File: config.mk
export PLATFORM = sky130hd
export DESIGN_NAME = maj_serial_adder
export DESIGN_NICKNAME = d
export VERILOG_FILES = /design/src/rtl/maj_serial_adder.sv
export SDC_FILE = /design/constraint.sdc
export NUM_CORES = 1
export LEC_CHECK = 0
export CAP_MARGIN = 20
export CORE_ASPECT_RATIO = 1.75
export CORE_UTILIZATION = 53
export CTS_BUF_LIST = sky130_fd_sc_hd__clkbuf_4 sky130_fd_sc_hd__clkbuf_8
export DETAILED_ROUTE_END_ITERATION = 8
export GPL_ROUTABILITY_DRIVEN = 1
export MAX_ROUTING_LAYER = met4
export PLACE_DENSITY = 0.84
export SLEW_MARGIN = 40
export SYNTH_ARGS = -nofsm -noshare
export SYNTH_HDL_FRONTEND = slang
export SYNTH_SLANG_ARGS = --single-unit
File: constraint.sdc
create_clock -name clk -period 1.8 [get_ports clk]
set_input_delay 0.45 -clock clk [delete_from_list [all_inputs] [get_ports clk]]
set_output_delay 0.45 -clock clk [all_outputs]
set_load 0.01 [all_outputs]
File: src/rtl/maj_serial_adder.sv
// -----------------------------------------------------------------------------
// maj_serial_adder
//
// Bit-serial adder built from one shared majority-gate full-adder cell. It
// processes one operand bit per clock, LSB first, and steps through three
// states:
//   IDLE -> accept operands
//   RUN  -> WIDTH cycles, one bit per cycle
//   DONE -> hold the result until the consumer takes it
//
// Parameters
//   WIDTH      operand/result width in bits (2..64), default 8
//
// Ports
//   clk        rising-edge clock
//   rst_n      asynchronous active-low reset
//   in_valid   operand set presented
//   in_ready   block can accept operands (IDLE only)
//   a, b       operands (unsigned or two's complement)
//   cin        carry-in
//   sub        subtract select, sampled at accept (only with macro below)
//   out_valid  result held and valid (DONE)
//   out_ready  consumer accepts the result
//   sum        result, held until the next result is complete
//   cout       carry out of the MSB (for subtract: 1 = no borrow)
//   ovf        signed overflow: carry into MSB xor carry out of MSB
//
// Build option
//   MAJ_SERIAL_ADDER_SUB_EN  adds the sub port and a-b mode (~b, carry-in 1)
// -----------------------------------------------------------------------------
module maj_serial_adder #(
  parameter int WIDTH = 8
) (
  input  logic             clk,
  input  logic             rst_n,
  input  logic             in_valid,
  output logic             in_ready,
  input  logic [WIDTH-1:0] a,
  input  logic [WIDTH-1:0] b,
  input  logic             cin,
`ifdef MAJ_SERIAL_ADDER_SUB_EN
  input  logic             sub,
`endif
  output logic             out_valid,
  input  logic             out_ready,
  output logic [WIDTH-1:0] sum,
  output logic             cout,
  output logic             ovf
);

  localparam int CNT_W = (WIDTH > 1) ? $clog2(WIDTH) : 1;
  localparam logic [CNT_W-1:0] LAST_BIT = CNT_W'(WIDTH - 1);

  typedef enum logic [1:0] {
    S_IDLE = 2'd0,
    S_RUN  = 2'd1,
    S_DONE = 2'd2
  } state_t;

  state_t r_state;
  state_t w_state_nxt;

  // r_a doubles as the result shift register: each RUN cycle shifts one
  // operand bit out of the LSB and the new sum bit into the MSB, so after
  // WIDTH cycles it holds the complete sum.
  logic [WIDTH-1:0] r_a;
  logic [WIDTH-1:0] r_b;
  logic             r_c;
  logic [CNT_W-1:0] r_cnt;
  logic [WIDTH-1:0] r_sum;
  logic             r_cout;
  logic             r_ovf;

  logic [WIDTH-1:0] w_b_in;
  logic             w_c_in;
  logic             w_accept;
  logic             w_run;
  logic             w_last;
  logic             w_co;
  logic             w_s;

  function automatic logic maj(input logic x, input logic y, input logic z);
    return (x & y) | (x & z) | (y & z);
  endfunction

`ifdef MAJ_SERIAL_ADDER_SUB_EN
  // a - b = a + ~b + 1; cin is ignored in subtract mode.
  assign w_b_in = sub ? ~b : b;
  assign w_c_in = sub ? 1'b1 : cin;
`else
  assign w_b_in = b;
  assign w_c_in = cin;
`endif

  assign w_accept = (r_state == S_IDLE) && in_valid;
  assign w_run    = (r_state == S_RUN);
  assign w_last   = w_run && (r_cnt == LAST_BIT);

  // Shared full-adder cell in pure majority form:
  //   carry = MAJ(a, b, c)
  //   sum   = MAJ(~MAJ(a, b, c), c, MAJ(a, b, ~c))
  assign w_co = maj(r_a[0], r_b[0], r_c);
  assign w_s  = maj(~w_co, r_c, maj(r_a[0], r_b[0], ~r_c));

  always_ff @(posedge clk or negedge rst_n) begin
    if (!rst_n) begin
      r_state <= S_IDLE;
    end else begin
      r_state <= w_state_nxt;
    end
  end

  always_comb begin
    w_state_nxt = r_state;
    in_ready    = 1'b0;
    out_valid   = 1'b0;
    case (r_state)
      S_IDLE: begin
        in_ready = 1'b1;
        if (in_valid) begin
          w_state_nxt = S_RUN;
        end
      end
      S_RUN: begin
        if (r_cnt == LAST_BIT) begin
          w_state_nxt = S_DONE;
        end
      end
      S_DONE: begin
        out_valid = 1'b1;
        // Return to IDLE only; in_ready is low here, so no accept can
        // coincide with the hand-off.
        if (out_ready) begin
          w_state_nxt = S_IDLE;
        end
      end
      default: begin
        w_state_nxt = S_IDLE;
      end
    endcase
  end

  always_ff @(posedge clk or negedge rst_n) begin
    if (!rst_n) begin
      r_a    <= '0;
      r_b    <= '0;
      r_c    <= 1'b0;
      r_cnt  <= '0;
      r_sum  <= '0;
      r_cout <= 1'b0;
      r_ovf  <= 1'b0;
    end else if (w_accept) begin
      r_a   <= a;
      r_b   <= w_b_in;
      r_c   <= w_c_in;
      r_cnt <= '0;
    end else if (w_run) begin
      r_a   <= {w_s, r_a[WIDTH-1:1]};
      r_b   <= r_b >> 1;
      r_c   <= w_co;
      r_cnt <= r_cnt + 1'b1;
      // Visible outputs change only when a result completes, so the
      // previous result stays on sum/cout/ovf through IDLE and RUN.
      if (w_last) begin
        r_sum  <= {w_s, r_a[WIDTH-1:1]};
        r_cout <= w_co;
        r_ovf  <= r_c ^ w_co;
      end
    end
  end

  assign sum  = r_sum;
  assign cout = r_cout;
  assign ovf  = r_ovf;

endmodule

======== After elaboration in Yosys (flattened, before gate mapping) ========
Cells that the tools add are included.
storage, ports and cells
  register bits after elaboration ......... 32
  bits of input ports ..................... 21
  output and inout bits ................... 12
  logic and storage cells ................. 53
operators by class
  add/sub/neg operators ................... 1
  equality and inequality tests ........... 6
  multiplexer cells ....................... 14
  bitwise logic cells ..................... 18
  reductions and logical operators ........ 6
operator list
  cell                                                  number
  two-way mux 8 bit                                     4
  AND 1 bit                                             8
  two-way mux 2 bit                                     3
  two-way mux 3 bit                                     2
  OR 1 bit                                              6
  one-hot mux 2 bit (3 select lines)                    1
  AND reduction 3 bit                                   2
  two-way mux 1 bit                                     4
  != test 2 bit (second input constant)                 2
  adder 3 x 1 -> 3 bit (second input constant)          1
  equality test 3 bit (second input constant)           1
  inverter 1 bit                                        3
  equality test 2 x 1 -> 1 bit (second input constant)  1
  equality test 2 bit (second input constant)           1
  logical AND 1 bit                                     2
  logical NOT 2 bit                                     1
  != test 2 x 1 -> 1 bit (second input constant)        1
  nonzero test 2 bit                                    1
  XOR 1 bit                                             1

======== Depth between registers and ports, before layout ========
Gate-level depths: netlist of the first run.
  depth in word-level cells ............... 9
  depth in mapped cells ................... 6
  depth with buffers taken out ............ 5

======== Least setup slack after synthesis of the first run ========
Ideal clock, no wire load.
  path type ............................... reg-to-reg
  start point ............................. reg r_cnt[0]
  end point ............................... reg r_sum[1], in the netlist sum[1]
  setup time .............................. 0.125 ns
  data arrival time ....................... 1.304 ns
  required time ........................... 1.675 ns
  slack ................................... 0.371 ns
  stages on the path, launching flop included .. 6
  buffers on the path ..................... 1
  period minus slack after synthesis ...... 1.429 ns
  cells stage by stage .................... dfrtp_1 -> ha_1 -> ha_1 -> nand3b_4 -> buf_6 -> mux2_4
on the way
  word-level cells in the longest chain between the ends .. 3
ends and longest elaborated chain
  element                        line  source
  start, declared                69    logic [CNT_W-1:0] r_cnt;
  start signal, assigned         161   r_cnt <= r_cnt + 1'b1;
  equality test 3 bit            97    assign w_last = w_run && (r_cnt == LAST_BIT);
  logical AND 1 bit              97
  AND reduction 3 bit (no line)  n/a
  end signal, assigned           165   r_sum <= {w_s, r_a[WIDTH-1:1]};
  end, declared                  70    logic [WIDTH-1:0] r_sum;
Every way passes these cells.
A chain may end at the register's enable or synchronous reset.

======== Worst setup path in the final report of the first run ========
  start point ............................. reg r_state[1]
  end point ............................... out out_valid
on the way
  word-level cells in the longest chain between the ends .. 2
ends and longest elaborated chain
  element                 line  source
  start, declared         60    state_t r_state;
  start signal, assigned  109   r_state <= w_state_nxt;
  equality test 2 bit     117   case (r_state)
  two-way mux 1 bit       117
  end, declared           44    output logic out_valid,
Every way passes these cells.

==> flow_metrics.env, run 1 <==
export IMPL_outcome="finished with violations"
export IMPL_violations="DRC"
export IMPL_rows=26
export IMPL_cp_max_fo=4
export IMPL_syn_inst=149
export IMPL_die_y_um=74.9
export IMPL_wl_met1_mm=1.42
export IMPL_power_density_nw_per_um2=1680
export IMPL_ys_flop_type="dfrtp_1"
export IMPL_grt_pass1_wl_mm=5.82
export IMPL_wl_met2_mm=1.95
export IMPL_dr_wl_met3_um=118
export IMPL_cts_tree="built"
export IMPL_drive_above_1_share=0.164
export IMPL_drt_pass1_iter_count=6
export IMPL_ys_warn_count=0
export IMPL_num_antenna_cells=0
export IMPL_h_tree_depth=2
export IMPL_hpwlAfterDp_mm=2.42
export IMPL_syn_cell_area_um2=1610
export IMPL_fmax_ghz=0.607
export IMPL_start_util=0.555
export IMPL_synthDistinctLibCells=25
export IMPL_die_area_um2=3270
export IMPL_numPortBuffers=32
export IMPL_finalPower_mw=3.37
export IMPL_cp_data_arrival_time_ns=1.20
export IMPL_syn_avg_cell_area_um2=10.8
export IMPL_tns_ns=0
export IMPL_p_leak_nw=0.852
export IMPL_vdd_drop_max_mv=1.04
export IMPL_wl_mm=3.54
export IMPL_grt_antenna_before_repair=0
export IMPL_clock_skew_ns=0.00531
export IMPL_final_max_slew_violation_count=0
export IMPL_via_per_inst=6.15
export IMPL_holdWs_ns=0.500
export IMPL_finalHoldViolCount=0
export IMPL_syn_nets=175
export IMPL_topRoutingLayerUsed="met4"
export IMPL_pwr_share_comb=0.422
export IMPL_final_common_cell="nor3_1"
export IMPL_grt_max_degree=33
export IMPL_setup_viol=0
export IMPL_place_congestion=0.725
export IMPL_hold_class="flip-flop to flip-flop"
export IMPL_worstMarginPinSlew_ns=0.653
export IMPL_path_clk_slew_ns=0.06
export IMPL_placed_area_um2=1910
export IMPL_switching_share=0.363
export IMPL_drtAntennaViolNets=0
export IMPL_num_fill_cells=235
export IMPL_p_clk_frac=0.175
export IMPL_synth_edff_count=0
export IMPL_yosysSeqAreaShare=0.498
export IMPL_fin_area_um2=2010
export IMPL_ys_ff_latch=32
export IMPL_cts_setup_buffers=0
export IMPL_clk_path_buf_depth=2
export IMPL_period_needed_ns=1.65
export IMPL_slew_headroom=0.564
export IMPL_crit_type="flip-flop to primary output"
export IMPL_drtIter0Drc=43
export IMPL_coreArea_um2=2900
export IMPL_synthArstFlopShare=1.00
export IMPL_syn_to_final_growth_pct=25.0
export IMPL_clk_latency_ns=0.28
export IMPL_wl_per_cell_um=16.8
export IMPL_ctsRootBufferMaster="clkbuf_8"
export IMPL_cp_start_kind="flip-flop"
export IMPL_power_switching_mw=1.23
export IMPL_end_kind="primary output"
export IMPL_p_int_mw=2.15
export IMPL_ioPinCount=33
export IMPL_drv_cap=0
export IMPL_final_cell_mix="43 x nor3_1, 32 x dfrtp_1, 30 x clkdlybuf4s50_1"
export IMPL_rsz0062_at_grt="no"
export IMPL_crit_required_ns=1.35
export IMPL_grt_usage=0.251
export IMPL_post_cts_resized=2
export IMPL_numCtsBuffers=5
export IMPL_timing_final_crit_share=0.916
export IMPL_die_x_um=43.6
export IMPL_clock_sinks=32
export IMPL_grt_ovfl_total=0
export IMPL_nets=208
export IMPL_holdBufCountCts=0
export IMPL_vias=1298
export IMPL_drc_errors=2
export IMPL_dp_cells=203
export IMPL_first_global_vias=1285
export IMPL_finalNonFillerCells=211
export IMPL_seqPwrFrac=0.403
==> final timing paths <==
| kind | end | from | cells past startpoint | slack, ns |
|---|---|---|---|---|
| max | out_valid | r_state[1] | 3 | 0.15 |
| min | ovf | ovf | 2 | 0.50 |
| max reg2reg | r_a[3] | r_state[1] | 4 | 0.21 |
| min reg2reg | ovf | ovf | 2 | 0.50 |
| max in group asynchronous | r_a[2] | rst_n | 2 | 0.93 |
| min in group asynchronous | r_a[6] | rst_n | 2 | 0.57 |
==> power by group through the flow <==
stage | Combinational [mW] | Sequential [mW] | Clock, mW
after global placement | 1.34 | 1.33 | 0
final | 1.42 | 1.36 | 0.589
after CTS | 1.43 | 1.35 | 0.598
after global routing | 1.56 | 1.40 | 0.620
after detailed placement | 1.42 | 1.36 | 0
after floorplan | 0.951 | 1.35 | 0
==> final cells by class <==
| cell class | count | area [um2] | share of cell area |
|---|---|---|---|
| clock buffer | 8 | 97.6 | 0.0486 |
| inverter | 5 | 18.8 | 0.00934 |
| multi-input combinational | 99 | 687 | 0.342 |
| sequential | 32 | 801 | 0.399 |
| tap | 28 | 35.0 | 0.0174 |
| timing repair buffer | 39 | 370 | 0.184 |
==> Yosys cell counts (4+ instances only) <==
master | instances | area (um2)
buf_6 | 5 | 56.3
dfrtp_1 | 32 | 801
inv_1 | 4 | 15.0
mux2_4 | 5 | 75.1
nor2_1 | 4 | 15.0
nor3_1 | 43 | 215
nor3_2 | 5 | 50.1
o21ai_0 | 5 | 25.0
o22ai_1 | 16 | 100
==> registers in the layout, summed over array words and instances, names as in the netlist <==
| signal | count |
|---|---|
| r_a | 8 |
| r_b | 8 |
| sum | 8 |
| r_cnt | 3 |
| r_state | 2 |
| cout | 1 |
| ovf | 1 |
| r_c | 1 |
==> cells by family after synthesis <==
family,count (synthesis),synth area share
flip-flops,32,0.498
buffers and inverters,18,0.0747
AO/OA/AOI/OAI,25,0.0965
AND/OR/NAND/NOR,60,0.209
multiplexers,9,0.0739
adder cells (fa/ha/maj),5,0.0483
==> layer usage <==
layer  GRT usage  vias to the layer above
met1       0.270                      642
met3      0.0504                        8
met4       0.104                        0
li1            -                      608
met5           -                        -
met2       0.439                       40
==> stage by stage <==
step	setup slack [ns]	utilization
floorplan	0.371	-
global placement	0.169	0.661
detailed placement	0.0733	0.661
CTS	0.149	0.694
global route	0.0876	0.694
finish	0.152	0.694
==> worst max-delay path: stages (launching register included) <==
cell and delay (ns):
dfrtp_1 0.42, inv_2 0.05, nor2_1 0.15, dlygate4sd2_1 0.29
Note: power is estimated with default switching activity, not from simulation.
==> run 2, diff against run 1 <==
--- a/config.mk
+++ b/config.mk
@@ -13,7 +13,8 @@
 export GPL_ROUTABILITY_DRIVEN = 1
 export MAX_ROUTING_LAYER = met4
 export PLACE_DENSITY = 0.84
-export SLEW_MARGIN = 40
+export SKIP_LAST_GASP = 1
+export SLEW_MARGIN = 10
 export SYNTH_ARGS = -nofsm -noshare
 export SYNTH_HDL_FRONTEND = slang
 export SYNTH_SLANG_ARGS = --single-unit
==> results of run 2 <==
No change in the layout: final DEF, timing and power equal those of run 1.
